File: src/rtl/mux_sel_stepper.sv
// mux_sel_stepper: registered NUM_IN:1 multiplexer of WIDTH-bit channels.
// Debounced up/down/centre buttons or a direct load port set the select register.
module mux_sel_stepper #(
    parameter int NUM_IN    = 5,
    parameter int WIDTH     = 1,
    parameter int DB_CYCLES = 1000000,
    localparam int SEL_W    = (NUM_IN > 1) ? $clog2(NUM_IN) : 1
) (
    input  logic                    clk,
    input  logic                    rst,
    input  logic [NUM_IN*WIDTH-1:0] mux_in,
    input  logic                    btn_up,
    input  logic                    btn_down,
    input  logic                    btn_center,
    input  logic                    load_en,
    input  logic [SEL_W-1:0]        load_sel,
    output logic [WIDTH-1:0]        mux_out,
    output logic [SEL_W-1:0]        sel_out,
    output logic                    sel_changed
);

    // The counter must be able to hold DB_CYCLES-1; toggling happens on the step
    // that would take it to DB_CYCLES.
    localparam int               CNT_W   = (DB_CYCLES > 1) ? $clog2(DB_CYCLES + 1) : 1;
    localparam logic [CNT_W-1:0] DB_LAST = CNT_W'(DB_CYCLES - 1);
    localparam logic [SEL_W-1:0] SEL_MAX = SEL_W'(NUM_IN - 1);

    // Button index: 0 = up, 1 = down, 2 = centre.
    logic [2:0]       w_btn_raw;
    logic [2:0]       w_press;
    logic [SEL_W-1:0] w_sel_next;
    logic [WIDTH-1:0] w_chan [NUM_IN];
    logic [WIDTH-1:0] w_chan_sel;

    logic [SEL_W-1:0] r_sel;
    logic             r_sel_changed;
    logic [WIDTH-1:0] r_mux;

    assign w_btn_raw = {btn_center, btn_down, btn_up};

    genvar gi;

    generate
        for (gi = 0; gi < 3; gi++) begin : g_btn
            logic             r_sync1;
            logic             r_sync2;
            logic             r_stable;
            logic             r_stable_prev;
            logic [CNT_W-1:0] r_cnt;

            // Synchronise the raw button, then require DB_CYCLES consecutive
            // disagreeing samples before the stable state flips.
            always_ff @(posedge clk) begin
                if (rst) begin
                    r_sync1       <= 1'b0;
                    r_sync2       <= 1'b0;
                    r_stable      <= 1'b0;
                    r_stable_prev <= 1'b0;
                    r_cnt         <= '0;
                end else begin
                    r_sync1       <= w_btn_raw[gi];
                    r_sync2       <= r_sync1;
                    r_stable_prev <= r_stable;
                    if (r_sync2 == r_stable) begin
                        r_cnt <= '0;
                    end else if (r_cnt == DB_LAST) begin
                        r_stable <= ~r_stable;
                        r_cnt    <= '0;
                    end else begin
                        r_cnt <= r_cnt + 1'b1;
                    end
                end
            end

            // Rising edge of the debounced state only; releases are silent.
            assign w_press[gi] = r_stable & ~r_stable_prev;
        end

        for (gi = 0; gi < NUM_IN; gi++) begin : g_chan
            assign w_chan[gi] = mux_in[gi*WIDTH +: WIDTH];
        end

        if (NUM_IN == 1) begin : g_single
            assign w_chan_sel = w_chan[0];
        end else begin : g_multi
            assign w_chan_sel = w_chan[r_sel];
        end
    endgenerate

    // Next select: load beats centre beats up/down; conflicting up+down cancel.
    always_comb begin
        w_sel_next = r_sel;
        if (load_en) begin
            if (load_sel <= SEL_MAX) begin
                w_sel_next = load_sel;
            end
        end else if (w_press[2]) begin
            w_sel_next = '0;
        end else if (w_press[0] && w_press[1]) begin
            w_sel_next = r_sel;
        end else if (w_press[0]) begin
            w_sel_next = (r_sel == SEL_MAX) ? '0 : r_sel + 1'b1;
        end else if (w_press[1]) begin
            w_sel_next = (r_sel == '0) ? SEL_MAX : r_sel - 1'b1;
        end
    end

    // Select register with a change pulse aligned to the new value.
    always_ff @(posedge clk) begin
        if (rst) begin
            r_sel         <= '0;
            r_sel_changed <= 1'b0;
        end else begin
            r_sel         <= w_sel_next;
            r_sel_changed <= (w_sel_next != r_sel);
        end
    end

    // Output register: one cycle behind both mux_in and the select.
    always_ff @(posedge clk) begin
        if (rst) begin
            r_mux <= '0;
        end else begin
            r_mux <= w_chan_sel;
        end
    end

    assign mux_out     = r_mux;
    assign sel_out     = r_sel;
    assign sel_changed = r_sel_changed;

endmodule

File: config.mk
export PLATFORM = sky130hd
export DESIGN_NAME = mux_sel_stepper
export DESIGN_NICKNAME = d
export VERILOG_FILES = /design/src/rtl/mux_sel_stepper.sv
export SDC_FILE = /design/constraint.sdc
export NUM_CORES = 1
export LEC_CHECK = 0
export CAP_MARGIN = 40
export CORE_ASPECT_RATIO = 0.9
export CORE_MARGIN = 5
export CORE_UTILIZATION = 52
export DETAILED_ROUTE_END_ITERATION = 8
export HOLD_SLACK_MARGIN = 0.02
export PLACE_DENSITY_LB_ADDON = 0.08
export SLEW_MARGIN = 0
export SYNTH_ARGS = -nofsm -noshare
export SYNTH_HDL_FRONTEND = slang
export SYNTH_SLANG_ARGS = --single-unit
File: constraint.sdc
create_clock -name clk -period 2.2 [get_ports clk]
set_input_delay 0.66 -clock clk [delete_from_list [all_inputs] [get_ports clk]]
set_output_delay 0.66 -clock clk [all_outputs]
set_load 0.1 [all_outputs]
=== Word level (Yosys, flattened, before mapping) ===
Cells that the tools add are included.

* Register bits: 77
* Logic and storage cells: 65
* Input bits: 14
* Output and inout bits: 5

* Add/subtract/negate cells: 5
* Reduce and logical (&&, ||, !) cells: 8
* Bitwise gates (word level): 13
* Mux-type cells: 11
* Equality and inequality tests: 8
* $lt $le $gt $ge: 2

{| class="wikitable"
|+ Operators with widths
! kind !! count
|-
| $add A20 B1 Y20 const B || 3
|-
| $eq A20 B20 Y1 const B || 3
|-
| $mux W3 || 8
|-
| $not A1 Y1 || 9
|-
| $reduce_or A3 Y1 || 3
|-
| $reduce_and A2 Y1 || 3
|-
| $ge A4 B4 Y1 const B || 1
|-
| $not A3 Y4 || 1
|-
| $add A3 B1 Y3 const B || 1
|-
| $and A1 B1 Y1 || 3
|-
| $bmux W1 S3 || 1
|-
| $eq A1 B1 Y1 || 3
|-
| $eq A3 B3 Y1 const B || 1
|-
| $le A3 B3 Y1 const B || 1
|-
| $logic_not A3 Y1 || 1
|-
| $ne A3 B3 Y1 || 1
|-
| $sub A3 B1 Y3 const B || 1
|-
| $mux W1 || 2
|-
| $logic_and A1 B1 Y1 || 1
|}

=== Longest topological paths before layout ===
* Depth in word-level cells: 8
* Mapped depth: 7
* Gate-level depth less buffers: 7

=== Worst setup path after synthesis ===
OpenSTA, ideal clock, no wires.

* Path kind: register to register
* Start point: register r_sel[0], in the netlist sel_out[0]
* End point: register r_sel_changed, in the netlist sel_changed
* Arrival time: 2.408 ns
* Buffers on the path: 0
* Library setup time: 0.077 ns
* Required time: 2.123 ns
* Period minus slack after synthesis: 2.484 ns
* Cell stages (with the launch flop): 8
* Slack: -0.284 ns
* Cell sequence: dfxtp_1 -> inv_1 -> ha_1 -> mux2i_1 -> nor3_1 -> a31oi_1 -> o311a_1 -> a41oi_2

* Cells in the longest elaborated chain, start to end: 8
* Elaborated cells on any way between the ends: 13
* Classes of those cells: add/sub: 2; eq/ne: 2; mux: 8; reduce/logical: 1

{| class="wikitable"
|+ Ends and longest elaborated chain
! item !! line !! source
|-
| start: declaration || 35 || <nowiki>logic [SEL_W-1:0] r_sel;</nowiki>
|-
| start signal: assignment || 114 || <nowiki>r_sel <= w_sel_next;</nowiki>
|-
| $sub A3 B1 Y3 / $logic_not A3 Y1 (equally long branches) || 104 || <nowiki>w_sel_next = (r_sel == '0) ? SEL_MAX : r_sel - 1'b1;</nowiki>
|-
| $mux W3 || 104 ||
|-
| $mux W3 || 103 || <nowiki>end else if (w_press[1]) begin</nowiki>
|-
| $mux W3 || 101 || <nowiki>end else if (w_press[0]) begin</nowiki>
|-
| $mux W3 || 99 || <nowiki>end else if (w_press[0] && w_press[1]) begin</nowiki>
|-
| $mux W3 || 97 || <nowiki>end else if (w_press[2]) begin</nowiki>
|-
| $mux W3 || 93 || <nowiki>if (load_en) begin</nowiki>
|-
| $ne A3 B3 Y1 (*) || 115 || <nowiki>r_sel_changed <= (w_sel_next != r_sel);</nowiki>
|-
| end signal: assignment || 115 ||
|-
| end: declaration || 36 || <nowiki>logic r_sel_changed;</nowiki>
|}

Mark *: on every way between the ends. The rest lies on a longest branch, timed or not.
A chain may end at the register's enable or synchronous reset.

=== Final worst setup path ===
* Start point: register g_btn[1].r_cnt[2]
* End point: register g_btn[1].r_cnt[3]

* Cells in the longest elaborated chain, start to end: 2
* Elaborated cells on any way between the ends: 3
* Classes of those cells: add/sub: 1; eq/ne: 1; reduce/logical: 1

{| class="wikitable"
|+ Ends and longest elaborated chain
! item !! line !! source
|-
| start: declaration || 49 || <nowiki>logic [CNT_W-1:0] r_cnt;</nowiki>
|-
| start signal: assignment || 70 || <nowiki>r_cnt <= r_cnt + 1'b1;</nowiki>
|-
| parallel branches: the longest is 2 deep, another holds $add A20 B1 Y20 || - ||
|}

Several ways; the timed one is not identified.

==> flow_summary_export.csv <==
group,metric,value,unit
floorplanning,die_w,97.2,um
timing,fin_crit_sh,88.1,%
synthesis,syn_nets,418,
setup_path,crit_fanout,20,
timing,hold_viol_final,0,
worst_hold_path,min_to,"g_btn[2].r_cnt[0]$_SDFF_PP0_",
worst_hold_path,holdPathStages,1,
routing,drc_errors,0,
floorplanning,dieArea,8610,sq um
floorplanning,die_h,88.5,um
timing,slew_violations,0,
worst_hold_path,min_from,"g_btn[2].r_cnt[0]$_SDFF_PP0_",
timing,tightest_slew,0.474,ns
synthesis,async_flop_share,0,%
place,dp_hpwl,4.36,mm
setup_path,slowest_delay,0.50,ns
timing,setup_violations,0,
clock_tree,cts_setup_buffers,0,
synthesis,synth_seq_area_share,43.3,%
power,leakage,1.30,nW
setup_path,end_kind,"flop",
floorplanning,ios,19,
clock_tree,cts_root_buf,"clkbuf_8",
clock_tree,hold_buffers,0,
clock_tree,post_cts_resized,0,
setup_path,path_buf_inv,1,
synthesis,syn_area,3560,sq um
routing,vias,2653,
setup_path,path_class,"flop to flop",
clock_tree,clk_latency,0.34,ns
grt,gr-total-overflow,0,
clock_tree,clockBufferDepth,2,
place,dp_slack,0.0666,ns
synthesis,synth_area_leaders,"dfxtp_1, xnor2_1, nor2_1",
run_status,status,"completed",
setup_path,arrival,2.16,ns
power,total_power,2.71,mW
routing,drt_iter0_drc,64,
clock_tree,cts_tree,"done",
run,drv_cap,0,
synthesis,yosysMostFrequentCell,"dfxtp_1",
timing,rsz0062_at_grt,"false",
final_layout,num_antenna_cells,0,
grt,grt_usage,15.9,%
timing,timing.max_slew.rel_slack,68.1,%
floorplanning,core,6620,sq um
synthesis,synth_top_cell_by_area,"dfxtp_1",
clock_tree,htreeDepth,3,
final_layout,drive_above_1_share,8.96,%
routing,wl_per_cell,11.9,um
floorplanning,rows,28,
clock_tree,clk_pin_slew,0.07,ns
place,portBuffers,18,
routing,viasPerCell,5.16,
routing,postRouteAntennaNets,0,
synthesis,synth_cells,398,
setup_path,start_kind,"flop",
setup_path,reg2regPathDepth,6,
worst_hold_path,min_path_type,"flop to flop",
grt,grt_max_degree,21,
synthesis,synth_area_per_cell,8.95,sq um
setup_path,r2r-end,"g_btn[1].r_cnt[3]$_SDFF_PP0_",
synthesis,synth-warning-count,0,
synthesis,synth_edf_count,0,
synthesis,synth_top_cells_by_count,"dfxtp_1, nor2_1, xnor2_1, xor2_1, nand2_1",
synthesis,synthDistinctLibCells,50,
power,irDropWorstVdd,0.433,mV
synthesis,synth_top_area_share,43.3,%
setup_path,r2r_slack,0.26,ns
setup_path,cp_data_required_time,2.42,ns
place,place_congestion,0.852,
clock_tree,cts_buffers,9,
grt,grt_pass1_wl,11.3,mm
setup_path,reg2reg_from,"g_btn[1].r_cnt[2]$_SDFF_PP0_",
timing,fmax,0.516,GHz
timing,period_needed,1.94,ns
clock_tree,cts_sinks,77,
grt,antenna_found_initial,0,
timing,setup_tns,0,ns
setup_path,crit_family,"simple AND/OR/NAND/NOR gates",
synthesis,ys_seq_elements,77,
final_layout,final_nets,440,
timing,fin_ws,0.261,ns
power,power_density,671,nW/um^2
synthesis,synth_ff_type,"dfxtp_1",
grt,grt_pass1_vias,2529,
timing,skew,0.0122,ns
routing,dr.pass1.iters,4,
setup_path,slowest_stage,"nor4_1",
floorplanning,initial_core_util,53.8,%
final_layout,synthToLayoutAreaGrowth,13.5,%
routing,finalWirelength,6.10,mm
setup_path,crit_chain,"and4_1, nand2_1, nor4_1, or3_1, buf_4, nor2_1",
==> per-layer routing <==
metal,wire (um),GRT usage (%)
met5,0,0
met4,81,5.66
met1,3130,20.6
met2,2720,25.4
met3,178,4.89
==> power by group <==
part	internal (mW)	switching (mW)
clock	0.662	0.474
combinational	0.0660	0.0895
sequential	1.41	0.0131
==> kinds of logic (layout without fill, tap and decap cells) <==
group / count (synthesis) / count (layout) / synth area share, %
adders and majority gates: 6 / 6 / 2.11
DFF: 77 / 77 / 43.3
AOI/OAI and AO/OA: 29 / 29 / 5.73
xor gates and xnor gates: 59 / 59 / 14.5
and+or+nand+nor: 195 / 195 / 28.4
muxes: 5 / 5 / 1.76
buffers and inverters: 27 / 53 / 4.22
==> metrics by stage <==
stage          util (%)  hold WS, ns  cell area (sq um)  instances
2_1_floorplan         -        0.413               3560        398
3_3_place_gp       57.8        0.422               3830        499
3_5_place_dp       57.8        0.431               3830        499
4_1_cts            61.1        0.443               4040        514
5_1_grt            61.1        0.472               4040        514
6_report           61.1        0.438               4040        514
==> flip-flops by register name, summed over array words and instances (netlist names) <==
signal,flops
mux_out,1
sel_changed,1
g_btn.r_stable_prev,3
g_btn.r_sync2,3
g_btn.r_sync1,3
sel_out,3
g_btn.r_cnt,60
g_btn.r_stable,3
==> worst max path at each step <==
stage / cells after the start / from / slack, ns / to
4_1_cts: 6 / g_btn[1].r_cnt[0]$_SDFF_PP0_ / 0.24 / g_btn[1].r_cnt[3]$_SDFF_PP0_
5_1_grt: 6 / g_btn[1].r_cnt[0]$_SDFF_PP0_ / 0.07 / g_btn[1].r_cnt[19]$_SDFF_PP0_
3_3_place_gp: 6 / load_en / 0.10 / sel_changed$_SDFF_PP0_
6_report: 6 / g_btn[1].r_cnt[2]$_SDFF_PP0_ / 0.26 / g_btn[1].r_cnt[3]$_SDFF_PP0_
3_5_place_dp: 6 / load_en / 0.07 / sel_changed$_SDFF_PP0_
2_1_floorplan: 7 / sel_out[0]$_SDFF_PP0_ / 0.14 / sel_changed$_SDFF_PP0_
==> worst register-to-register path: cells and delay by family (launching register included) <==
kind	cells	cell delay (ns)
and+or+nand+nor	5	1.19
DFF	1	0.40
buffers and inverters	1	0.23
==> layout by cell type, fill, tap and decap left out, types with 9 or more instances in the layout <==
master           Yosys  final
nand2_1             22     22
nor2_1              76     76
a21oi_1             10     10
inv_1               14     14
xor2_1              25     25
nor2b_1             11     11
nor4_1               9      9
nand4_1             14     14
dfxtp_1             77     75
clkbuf_8             0     10
clkdlybuf4s50_1      0     13
xnor2_1             34     34
nand3_1             21     21
nor3_1              11     11
==> final cells by class <==
| class | count | area, sq um |
|---|---|---|
| clock inverters | 4 | 72.6 |
| flip-flops and latches | 77 | 1540 |
| multi-input cells | 294 | 1870 |
| fillers | 576 | 2580 |
| inverters | 14 | 52.6 |
| repair buffers | 24 | 250 |
| clock buffers | 11 | 141 |
| well taps | 90 | 113 |
Note: power is estimated with default switching activity, not from simulation.
